$ cat src/rtl/led7seg_pkg.sv
// Shared constants for the 4-digit 7-segment scan driver: segment bit positions,
// digit count, the hex font and the captured display-configuration record.
package led7seg_pkg;

  localparam int unsigned NUM_DIGITS = 4;

  localparam int unsigned SEG_A  = 0;
  localparam int unsigned SEG_B  = 1;
  localparam int unsigned SEG_C  = 2;
  localparam int unsigned SEG_D  = 3;
  localparam int unsigned SEG_E  = 4;
  localparam int unsigned SEG_F  = 5;
  localparam int unsigned SEG_G  = 6;
  localparam int unsigned SEG_DP = 7;

  // Glyphs stored as {g,f,e,d,c,b,a}; entry 15 first so FONT_TABLE[n] is glyph n.
  localparam logic [15:0][6:0] FONT_TABLE = {
    7'h71, 7'h79, 7'h5E, 7'h39, 7'h7C, 7'h77, 7'h6F, 7'h7F,
    7'h07, 7'h7D, 7'h6D, 7'h66, 7'h4F, 7'h5B, 7'h06, 7'h3F
  };

  typedef struct packed {
    logic [15:0] value;
    logic [3:0]  dp;
    logic [3:0]  blank;
    logic        lz_suppress;
  } disp_cfg_t;

endpackage

$ cat src/rtl/led7seg_scan_if.sv
// Host-side bundle of the scan driver: display data/load strobe in, LED/SA/frame_tick out.
interface led7seg_scan_if;

  logic [15:0] value;
  logic [3:0]  dp;
  logic [3:0]  blank;
  logic        lz_suppress;
  logic        load;
  logic [7:0]  LED;
  logic [3:0]  SA;
  logic        frame_tick;

  modport master (
    output value, dp, blank, lz_suppress, load,
    input  LED, SA, frame_tick
  );

  modport slave (
    input  value, dp, blank, lz_suppress, load,
    output LED, SA, frame_tick
  );

endinterface

$ cat src/rtl/seg_font.sv
// Combinational hex nibble to 7-segment glyph decoder; output bits follow the LED bit layout.
module seg_font
  import led7seg_pkg::*;
(
  input  logic [3:0] nibble_i,
  output logic [6:0] seg_o
);

  logic [6:0] glyph;

  always_comb begin
    glyph = FONT_TABLE[nibble_i];
    seg_o = '0;
    seg_o[SEG_A] = glyph[0];
    seg_o[SEG_B] = glyph[1];
    seg_o[SEG_C] = glyph[2];
    seg_o[SEG_D] = glyph[3];
    seg_o[SEG_E] = glyph[4];
    seg_o[SEG_F] = glyph[5];
    seg_o[SEG_G] = glyph[6];
  end

endmodule

$ cat src/rtl/led7seg_scan.sv
// Four-digit round-robin 7-segment scanner with frame-aligned (tear-free) updates,
// per-slot anti-ghosting blank, leading-zero suppression and registered LED/SA outputs.
module led7seg_scan
  import led7seg_pkg::*;
#(
  parameter int unsigned DIV          = 50000,
  parameter int unsigned BLANK_CYCLES = 1,
  parameter bit          ACTIVE_LOW   = 1'b0
) (
  input logic           clk,
  input logic           rst,
  led7seg_scan_if.slave bus
);

  localparam int unsigned     CntW     = $clog2(DIV);
  localparam logic [CntW-1:0] CntMax   = CntW'(DIV - 1);
  localparam logic [CntW-1:0] BlankEnd = CntW'(BLANK_CYCLES);
  localparam logic [1:0]      DigMax   = 2'(NUM_DIGITS - 1);
  localparam logic [7:0]      LedOff   = ACTIVE_LOW ? 8'hFF : 8'h00;
  localparam logic [3:0]      SaOff    = ACTIVE_LOW ? 4'hF : 4'h0;

  logic [CntW-1:0] cnt_q, cnt_d;
  logic [1:0]      dig_q, dig_d;
  disp_cfg_t       pend_q, pend_d;
  disp_cfg_t       act_q, act_d;
  logic [7:0]      led_q, led_d;
  logic [3:0]      sa_q, sa_d;

  disp_cfg_t       in_cfg;
  logic            slot_wrap;
  logic            frame_tick;
  logic [3:0]      nibble;
  logic [6:0]      glyph;
  logic [3:0]      suppressed;
  logic            zero_run;
  logic            dark;
  logic [7:0]      led_raw;
  logic [3:0]      sa_raw;

  always_comb begin
    in_cfg.value       = bus.value;
    in_cfg.dp          = bus.dp;
    in_cfg.blank       = bus.blank;
    in_cfg.lz_suppress = bus.lz_suppress;
  end

  assign slot_wrap  = (cnt_q == CntMax);
  assign frame_tick = slot_wrap && (dig_q == DigMax);

  // Prescaler, digit index and the pending/active double buffer. A load coinciding with the
  // frame boundary goes straight to active because pend_d already carries it.
  always_comb begin
    cnt_d  = slot_wrap ? '0 : cnt_q + 1'b1;
    dig_d  = slot_wrap ? dig_q + 2'd1 : dig_q;
    pend_d = bus.load ? in_cfg : pend_q;
    act_d  = frame_tick ? pend_d : act_q;
  end

  // Digit i is suppressed when it and every higher digit are zero; digit 0 always shows.
  always_comb begin
    suppressed = '0;
    zero_run   = act_q.lz_suppress;
    for (int i = NUM_DIGITS - 1; i >= 1; i--) begin
      zero_run      = zero_run && (act_q.value[4*i +: 4] == 4'h0);
      suppressed[i] = zero_run;
    end
  end

  assign nibble = 4'(act_q.value >> {dig_q, 2'b00});

  seg_font u_seg_font (
    .nibble_i (nibble),
    .seg_o    (glyph)
  );

  always_comb begin
    dark    = (cnt_q < BlankEnd) || act_q.blank[dig_q] || suppressed[dig_q];
    led_raw = '0;
    sa_raw  = '0;
    if (!dark) begin
      led_raw[6:0]   = glyph;
      led_raw[SEG_DP] = act_q.dp[dig_q];
      sa_raw         = 4'b0001 << dig_q;
    end
    led_d = ACTIVE_LOW ? ~led_raw : led_raw;
    sa_d  = ACTIVE_LOW ? ~sa_raw : sa_raw;
  end

  always_ff @(posedge clk) begin
    if (rst) begin
      cnt_q  <= '0;
      dig_q  <= '0;
      pend_q <= '0;
      act_q  <= '0;
      led_q  <= LedOff;
      sa_q   <= SaOff;
    end else begin
      cnt_q  <= cnt_d;
      dig_q  <= dig_d;
      pend_q <= pend_d;
      act_q  <= act_d;
      led_q  <= led_d;
      sa_q   <= sa_d;
    end
  end

  assign bus.LED        = led_q;
  assign bus.SA         = sa_q;
  assign bus.frame_tick = frame_tick;

endmodule

$ cat src/flat_wrapper.sv
// flat-port wrapper written by rule: the top's interface ports become plain ports
module led7seg_scan_flat import led7seg_pkg::*;
#(
  parameter int unsigned DIV          = 50000,
  parameter int unsigned BLANK_CYCLES = 1,
  parameter bit          ACTIVE_LOW   = 1'b0
)
  (clk, rst, bus_value, bus_dp, bus_blank, bus_lz_suppress, bus_load, bus_LED, bus_SA, bus_frame_tick);
  led7seg_scan_if bus_i ();
  input logic clk;
  input logic rst;
  input wire logic [$bits(bus_i.value)-1:0] bus_value;
  input wire logic [$bits(bus_i.dp)-1:0] bus_dp;
  input wire logic [$bits(bus_i.blank)-1:0] bus_blank;
  input wire logic [$bits(bus_i.lz_suppress)-1:0] bus_lz_suppress;
  input wire logic [$bits(bus_i.load)-1:0] bus_load;
  output wire logic [$bits(bus_i.LED)-1:0] bus_LED;
  output wire logic [$bits(bus_i.SA)-1:0] bus_SA;
  output wire logic [$bits(bus_i.frame_tick)-1:0] bus_frame_tick;
  assign bus_i.value = bus_value;
  assign bus_i.dp = bus_dp;
  assign bus_i.blank = bus_blank;
  assign bus_i.lz_suppress = bus_lz_suppress;
  assign bus_i.load = bus_load;
  assign bus_LED = bus_i.LED;
  assign bus_SA = bus_i.SA;
  assign bus_frame_tick = bus_i.frame_tick;
  led7seg_scan #(.DIV(DIV), .BLANK_CYCLES(BLANK_CYCLES), .ACTIVE_LOW(ACTIVE_LOW)) u_core (.clk(clk), .rst(rst), .bus(bus_i));
endmodule
$ cat config.mk
export PLATFORM = sky130hd
export DESIGN_NAME = led7seg_scan_flat
export DESIGN_NICKNAME = d
export VERILOG_FILES = /design/src/rtl/led7seg_pkg.sv /design/src/rtl/led7seg_scan_if.sv /design/src/rtl/seg_font.sv /design/src/rtl/led7seg_scan.sv /design/src/flat_wrapper.sv
export SDC_FILE = /design/constraint.sdc
export NUM_CORES = 1
export LEC_CHECK = 0
export ABC_AREA = 1
export BUFFER_PORTS_ARGS = -buffer_cell sky130_fd_sc_hd__buf_2
export CAP_MARGIN = 20
export CORE_MARGIN = 2
export CORE_UTILIZATION = 37
export DETAILED_ROUTE_END_ITERATION = 7
export GPL_ROUTABILITY_DRIVEN = 0
export MAX_ROUTING_LAYER = met4
export PLACE_DENSITY = 0.6
export SETUP_SLACK_MARGIN = 0.15
export SLEW_MARGIN = 20
export SYNTH_ARGS = -nofsm -noshare
export SYNTH_HDL_FRONTEND = slang
export SYNTH_SLANG_ARGS = --single-unit
$ cat constraint.sdc
create_clock -name clk -period 4.8 [get_ports clk]
set_input_delay 0.48 -clock clk [delete_from_list [all_inputs] [get_ports clk]]
set_output_delay 0.48 -clock clk [all_outputs]
set_load 0.005 [all_outputs]
# Word-level counts from Yosys, hierarchy flattened
# Memories as Yosys holds them, arrays and structs flattened. A register that Yosys moved wholly into a read port is not among the register bits.
# Cells that the tools add are included.
[word_totals]
regBits = 80
rom_bits = 112
input_bits = 28
out_inout_bits = 13
mem_count = 1
[op_classes]
n_addsub = 2
order_cmp = 3
eq_ne = 2
shifts = 2
n_mux = 8
n_reduce_logical = 11
[mem_list]
columns = ["name", "words", "word_bits", "rd", "rd_clocked_by_memory_dff", "wr", "line", "rtl"]
rows = [
  ["(no name shown)", 16, 7, 1, 1, 0, "seg_font.sv:12", "glyph = FONT_TABLE[nibble_i];"],
]
[op_table]
columns = ["cell", "count"]
rows = [
  ["25-bit 2-to-1 mux", 1],
  ["16-bit by 1-bit adder with 16-bit output, second input constant", 1],
  ["16-bit == test, second input constant", 1],
  ["16-bit by 1-bit < comparator with 1-bit output, second input constant", 1],
  ["16-bit by 4-bit >> shifter with 4-bit output", 1],
  ["4-bit logical NOT", 3],
  ["7-bit 2-to-1 mux", 1],
  ["1-bit binary-select mux with 2-bit select", 3],
  ["4-bit by 5-bit < comparator with 1-bit output, second input constant", 1],
  ["1-bit logical AND", 4],
  ["2-bit OR reduction", 2],
  ["1-bit by 2-bit left shift with 4-bit output, first input constant", 1],
  ["2-bit by 3-bit < comparator with 1-bit output, second input constant", 1],
  ["1-bit 2-to-1 mux", 3],
  ["2-bit by 1-bit adder with 2-bit output, second input constant", 1],
  ["2-bit == test, second input constant", 1],
  ["1-bit logical OR", 2],
]

# Logic depth before layout (Yosys ltp)
# Gate-level depths: netlist (run 1).
[logic_depth]
depth_word = 8
mapped_depth = 12
mapped_depth_nobuf = 11

# By module
# A second synthesis (run 1) with hierarchy kept.
[hier_totals]
cells_unflattened = 586
area_unflattened_um2 = 3892.5
[by_module_without_submodules]
columns = ["mod", "instances", "cells_each", "area_each_um2", "seq_area_each_um2"]
rows = [
  ["led7seg_scan", 1, 532, 3607.2, 1601.5],
  ["seg_font", 1, 54, 285.3, 0.0],
]

# Worst setup path before layout (run 1)
# OpenSTA, ideal clock, no wires.
[synth_timing]
kind = "register to output"
start = "reg u_core.cnt_q[0]"
end = "out bus_frame_tick"
arrival_time_ns = 1.238
slack_ns = 3.082
stages_incl_launch_ff = 9
path_cell_list = "dfxtp_1 > ha_1 > nand2_2 > inv_2 > nand2_2 > nor2_2 > nand3_4 > inv_6 > buf_6"
[synth_via]
elab_chain_len = 2
[synth_lines]
columns = ["item", "line", "rtl"]
rows = [
  ["start, declared", "led7seg_scan.sv:22", "logic [CntW-1:0] cnt_q, cnt_d;"],
  ["start signal, assigned", "led7seg_scan.sv:98", "cnt_q <= cnt_d;"],
  ["16-bit == test", "led7seg_scan.sv:47", "assign slot_wrap = (cnt_q == CntMax);"],
  ["1-bit logical AND", "led7seg_scan.sv:48", "assign frame_tick = slot_wrap && (dig_q == DigMax);"],
  ["end, declared", "flat_wrapper.sv:19", "output wire logic [$bits(bus_i.frame_tick)-1:0] bus_frame_tick;"],
]
# No other way between the ends.

# Final worst setup path (run 1)
# Ends and elaborated chain as after synthesis.

==> key figures, run 1 <==
Route
  • Initial DRC count: 135
  • DR vias: 3147
  • WL final: 7560 um
  • WL/cell: 10.8 um
  • Vias per cell: 4.48
  • TritonRoute pass-1 iters: 4
  • Final ANT Viol Nets: 0
  • DRC Markers: 0

Synth
  • Syn avg cell area: 7.12 um^2
  • Mapped Nets: 568
  • Top_reg_cell synth: dfxtp_1
  • Yosys top cell by area: dfxtp_1
  • Most common cell in the netlist: nand2_1
  • Yosys cell types: 31
  • Proportion of netlist area held by the largest area contributor: 42.4%
  • Cells after synthesis: 530
  • Post-synth EDFFs: 0
  • Mapped Area: 0.00378 mm^2
  • FF+latch count, synth: 80
  • Synth top cells by count: nand2_1, nor2_1, dfxtp_1
  • Sequential fraction of the synthesis area: 42.4%
  • Synth top area cells: dfxtp_1, nand2_1, nor2_1
  • YS warnings: 0
  • FFs w/ async S/R, synth: 0%

Global routing
  • Tot GR Track Use: 15.0%
  • Number of global-route vias before repair: 2997
  • First-pass GRT wire length: 13400 um
  • Initial antenna violation count: 0
  • Largest net degree at the start of global routing: 29
  • GRT overflow: 0

Placement
  • Hpwl dp: 5640 um
  • Placed cell count: 687
  • Place WS: 2650 ps
  • PortBufs: 40

STA
  • Final Skew: 7.55 ps
  • Final setup violation count: 0
  • Final Hold Fails: 0
  • Actual slew at the worst max-slew pin: 716 ps
  • Final min period: 2510 ps
  • Tcrit/Tclk final: 52.4%
  • Setup TNS: 0 ps
  • Setup ws final: 2290 ps
  • Worst slew margin: 52.3%
  • Hold slack: 394 ps
  • Final Max Slew Viols: 0
  • Unrepaired setup endpoints after global routing: false
  • Fmax: 398 MHz

Die
  • Initial Util: 38.5%
  • Die ar.: 0.0110 mm^2
  • Core area: 0.00982 mm^2
  • # IOs: 41
  • Die X: 105 um
  • Die Y: 105 um
  • Site row count: 36

CTS
  • Post-CTS Setup Inserts: 0
  • # H-tree levels: 3
  • Reg clk slew, reported paths: 80 ps
  • Skew-Pair Late Insertion Delay: 350 ps
  • PostCTS Resize Cnt: 0
  • TritonCTS clock tree: done
  • Hold buffers post-CTS: 0
  • CTS sink count: 80
  • Max clock buf depth: 2
  • Root Buffer: clkbuf_8
  • CTS Buf Count: 9

Layout
  • Ratio of cells with drive above 1 in the final layout: 13.2%
  • Non-Filler Instances: 702
  • Net total in the final layout: 603
  • FILL cells: 1043
  • Synth-to-Final Area Change: 12.0%
  • Ant. Diodes: 0

Job
  • Max-cap violations: 0

Pwr
  • PD cells: 296 mW/mm^2
  • Pleak: 1.97 nW
  • Worst VDD drop: 0.173 mV

Setup path
  • Critical-path top delay cell: dfxtp_1
  • Crit path arrival time: 2030 ps
  • Cell mode on critical path: nand2_2
  • WS Path Type: flip-flop to primary output
  • CP Max Fanout: 26
  • Crit start category: flip-flop
  • Worst-path cell chain: ha_1 -> nand2_2 -> inv_2 -> nand2_2 -> nor2_2 -> nand3_4 -> inv_6 -> buf_2
  • CP max stage delay: 380 ps
  • Worst EP required: 4320 ps
  • CP Capture Type: primary output

Min path
  • Hold WC Path Type: input pin to flip-flop

Outcome
  • Status: finished clean
==> per-stage QoR <==
stage / total power, W / utilization [%] / area [um^2]
2_1_floorplan: 0.000756 / - / 3780
3_3_place_gp: 0.000781 / 41.1 / 4040
3_5_place_dp: 0.000783 / 41.1 / 4040
4_1_cts: 0.00127 / 43.1 / 4230
5_1_grt: 0.00131 / 43.1 / 4230
6_report: 0.00125 / 43.1 / 4230
==> critical path, delay by kind of cell, from the launching register on <==
kind | cells | cell delay (ps)
buffers and inverters | 3 | 490
DFF | 1 | 380
and+or+nand+nor | 4 | 610
adders and majority gates | 1 | 200
==> where the power goes <==
part,internal [W],switching [W]
clock network,0.000241,0.000243
logic,0.0000324,0.0000434
registers,0.000683,0.00000619
total,0.000957,0.000293
==> state kept, by name, summed over array words and instances, names as in the netlist <==
name	cells
u_core.act_q	25
u_core.bus.LED	8
u_core.bus.SA	4
u_core.cnt_q	16
u_core.dig_q	2
u_core.pend_q	25
==> worst paths after layout <==
path	start	endpoint	slack, ps	depth (start not counted)
max	u_core.cnt_q[0]$_SDFF_PP0_	bus_frame_tick	2290	8
min	bus_lz_suppress	u_core.pend_q[0]$_SDFF_PP0_	390	3
max reg2reg	u_core.dig_q[0]$_SDFFE_PP0P_	u_core.bus.LED[3]$_SDFF_PP0_	2630	10
min reg2reg	u_core.cnt_q[0]$_SDFF_PP0_	u_core.cnt_q[0]$_SDFF_PP0_	470	1
==> layout make-up <==
| type | instances | area (um^2) | share of cell area [%] |
|---|---|---|---|
| clock buffers | 9 | 124 | 2.93 |
| clock inverters | 6 | 68.8 | 1.63 |
| inverters | 74 | 283 | 6.69 |
| multi-input cells | 360 | 1780 | 42.2 |
| flip-flops and latches | 80 | 1600 | 37.9 |
| well taps | 133 | 166 | 3.94 |
| repair buffers | 40 | 200 | 4.74 |
==> layer usage <==
layer,share of wire [%],up-vias,track usage [%]
met4,0.56,0,4.38
met2,45,51,22.6
met5,0,-,-
met3,3.6,4,3.31
li1,-,1690,-
met1,51,1402,20.2
==> cells in the final DEF (no fill, tap or decap), types with 2 or more instances in the layout <==
cell type,n
xor2_1,3
nand3b_1,3
dfxtp_1,80
nor3_1,10
inv_2,3
o21ai_0,4
nand3_1,30
nand2_1,140
inv_1,69
clkbuf_8,9
inv_6,3
ha_1,10
buf_2,40
a21oi_1,16
or2_2,2
nand2_2,7
nor2_1,94
mux2i_1,25
nor2_2,4
nand4_1,5
==> kinds of logic after synthesis <==
kind of cell / synth area share, %
compound gates: 3.02
xor+xnor: 0.928
fa+ha+maj: 3.31
buf+inv: 10.3
flops: 42.4
mux: 6.63
simple gates: 33.4
Power figures use the tool's default switching activity.
==> run 2: changes to the inputs <==
--- a/config.mk
+++ b/config.mk
@@ -13,7 +13,7 @@
 export DETAILED_ROUTE_END_ITERATION = 7
 export GPL_ROUTABILITY_DRIVEN = 0
 export MAX_ROUTING_LAYER = met4
-export PLACE_DENSITY = 0.6
+export PLACE_DENSITY = 0.62
 export SETUP_SLACK_MARGIN = 0.15
 export SLEW_MARGIN = 20
 export SYNTH_ARGS = -nofsm -noshare
==> constraint.sdc (replaced) <==
create_clock -name clk -period 2.16 [get_ports clk]
set_input_delay 0.216 -clock clk [delete_from_list [all_inputs] [get_ports clk]]
set_output_delay 0.216 -clock clk [all_outputs]
set_load 0.005 [all_outputs]
==> run 2 against run 1 <==
Against the previous run:
- combinational power up 130%
- clock-buffer cell count is 2 higher
- wire length up 2.7%
- final cell count increased by 1.1%
- hold slack worse by 280 ps
- largest power group unchanged
- highest routed layer unchanged
==> key figures, run 2 (synthesis gave the netlist of run 1 again) <==
Route
  • Initial DRC count: 159 (was 135)
  • TritonRoute pass-1 iters: 4 (unchanged)
  • WL/cell: 10.9 um (was 10.8 um)
  • Final ANT Viol Nets: 0 (unchanged)
  • Vias per cell: 4.47 (was 4.48)
  • DR vias: 3174 (was 3147)
  • WL final: 7770 um (was 7560 um)
  • DRC Markers: 0 (unchanged)

Pwr
  • Pleak: 2.00 nW (was 1.97 nW)
  • PD cells: 633 mW/mm^2 (was 296 mW/mm^2)
  • Worst VDD drop: 0.453 mV (was 0.173 mV)

Layout
  • Net total in the final layout: 610 (was 603)
  • Multi-input logic area: 0.00179 mm^2 (was 0.00178 mm^2)
  • Final instance area: 0.00428 mm^2 (was 0.00423 mm^2)
  • FF+latch area: 0.00160 mm^2 (about the same)
  • Non-Filler Instances: 710 (was 702)
  • Largest regs: u_core.act_q (25), u_core.pend_q (25), u_core.cnt_q (16) (unchanged)
  • Final Util: 43.6% (was 43.1%)
  • Most frequent cells in the layout: nand2_1, nor2_1, dfxtp_1 (unchanged)
  • Ant. Diodes: 0 (unchanged)
  • Synth-to-Final Area Change: 13.4% (was 12.0%)
  • Ratio of cells with drive above 1 in the final layout: 14.6% (was 13.2%)
  • FILL cells: 1071 (was 1043)
  • Most common cell after layout, fill and taps aside: nand2_1 (unchanged)

Job
  • Max-cap violations: 0 (unchanged)

Die
  • Die X: 105 um (unchanged)
  • Core area: 0.00982 mm^2 (unchanged)
  • Site row count: 36 (unchanged)
  • # IOs: 41 (unchanged)
  • Die ar.: 0.0110 mm^2 (unchanged)
  • Initial Util: 38.5% (unchanged)
  • Die Y: 105 um (unchanged)

Setup path
  • CP Max Fanout: 26 (unchanged)
  • Reg-to-Reg End: u_core.bus.LED[3]$_SDFF_PP0_ (unchanged)
  • CP max stage delay: 360 ps (was 380 ps)
  • Worst path bufs/invs: 3 (unchanged)
  • Crit start category: flip-flop (unchanged)
  • R2R Setup Slk: 410 ps (was 2630 ps)
  • Cell mode on critical path: nand2_2 (unchanged)
  • CP top delay family: simple AND/OR/NAND/NOR gates (unchanged)
  • Worst-path cell chain: ha_1 -> nand2_2 -> inv_2 -> nand2_2 -> nor2_4 -> nand3_4 -> clkinv_8 -> buf_2 (was ha_1 -> nand2_2 -> inv_2 -> nand2_2 -> nor2_2 -> nand3_4 -> inv_6 -> buf_2)
  • WS Path Type: flip-flop to primary output (unchanged)
  • R2R depth: 11 (was 10)
  • Worst EP required: 1940 ps (was 4320 ps)
  • Crit path arrival time: 1640 ps (was 2030 ps)
  • CP Capture Type: primary output (unchanged)
  • Critical-path top delay cell: dfxtp_1 (unchanged)
  • Setup crit start: u_core.cnt_q[1]$_SDFF_PP0_ (was u_core.cnt_q[0]$_SDFF_PP0_)
  • R2r startpoint: u_core.dig_q[0]$_SDFFE_PP0P_ (unchanged)

Min path
  • Hold EP: u_core.pend_q[0]$_SDFF_PP0_ (unchanged)
  • Hold path depth: 3 (unchanged)
  • Hold WC Path Type: input pin to flip-flop (unchanged)
  • Hold_sp: bus_lz_suppress (unchanged)

Placement
  • Hpwl dp: 5750 um (was 5640 um)
  • Placed cell areas: 0.00409 mm^2 (was 0.00404 mm^2)
  • Placed cell count: 694 (was 687)
  • PortBufs: 40 (unchanged)

STA
  • Worst slew margin: 51.4% (was 52.3%)
  • Final Max Slew Viols: 0 (unchanged)
  • Setup TNS: 0 ps (unchanged)
  • Final Skew: 14.5 ps (was 7.55 ps)
  • Tcrit/Tclk final: 85.8%
  • Hold slack: 116 ps (was 394 ps)
  • Unrepaired setup endpoints after global routing: false (unchanged)
  • Final min period: 1850 ps
  • Final Hold Fails: 0 (unchanged)
  • Actual slew at the worst max-slew pin: 730 ps (was 716 ps)
  • Final setup violation count: 0 (unchanged)
  • Fmax: 540 MHz

CTS
  • Reg clk slew, reported paths: 90 ps (was 80 ps)
  • Hold buffers post-CTS: 0 (unchanged)
  • # H-tree levels: 3 (unchanged)
  • Max clock buf depth: 2 (unchanged)
  • Skew-Pair Late Insertion Delay: 360 ps (was 350 ps)
  • TritonCTS clock tree: done (unchanged)
  • CTS Buf Count: 9 (unchanged)
  • Root Buffer: clkbuf_8 (unchanged)
  • CTS sink count: 80 (unchanged)

Outcome
  • Status: finished clean (unchanged)

Global routing
  • Largest net degree at the start of global routing: 27 (was 29)
  • Number of global-route vias before repair: 3114 (was 2997)
  • GRT overflow: 0 (unchanged)
  • First-pass GRT wire length: 13800 um (was 13400 um)
  • Tot GR Track Use: 15.7% (was 15.0%)
  • Initial antenna violation count: 0 (unchanged)
[run 2: cell count changes in the layout (fill, tap and decap cells not counted), moves of 2 or more]
cell / before / now
buf_4: 0 / 7
clkbuf_1: 0 / 2
dfxtp_1: 80 / 78
dfxtp_2: 0 / 2
[run 2: worst max path at each step]
stage,end,cells after the start
2_1_floorplan,u_core.bus.LED[3]$_SDFF_PP0_,11
3_3_place_gp,u_core.bus.LED[3]$_SDFF_PP0_,9
3_5_place_dp,u_core.bus.LED[3]$_SDFF_PP0_,9
4_1_cts,bus_frame_tick,8
5_1_grt,bus_frame_tick,8
6_report,bus_frame_tick,8
[run 2: worst min-delay path, stage by stage]
cell	delay [ps]
buf_2	80
mux2i_1	70
nor2_1	80
[run 2: area by class of cell]
class                           count  share of cell area, %
Tap cell                          133                   3.89
Clock buffer                       11                   3.07
Sequential cell                    80                   37.5
Inverter                           74                   6.78
Timing Repair Buffer               47                   5.90
Multi-Input combinational cell    360                   41.9
Clock inverter                      5                  0.965
[run 2: layer usage]
layer	vias to the layer above	track usage (%)	wire (um)
met3	11	4.37	365
met2	56	24.7	3470
met1	1401	19.5	3810
met5	-	-	0
met4	0	5.33	128
li1	1706	-	-
[run 2: through the flow]
step,total power (W),setup slack (ps)
after global placement,0.00174,402
after floorplan,0.00168,537
final,0.00271,308
after global routing,0.00284,175
after detailed placement,0.00174,324
after CTS,0.00275,152
[run 2: power breakdown]
part | switching, W | internal, W
clock | 0.000574 | 0.000429
combinational | 0.0000971 | 0.0000745
sequential | 0.0000140 | 0.00152
total | 0.000685 | 0.00202
[run 2: repair_timing]
item                                    in CTS  in global routing
endpoints found under the setup margin       1                  7
endpoints found under the hold margin        0                  0
gates resized for setup                      1                  5
buffers inserted                             0                  0
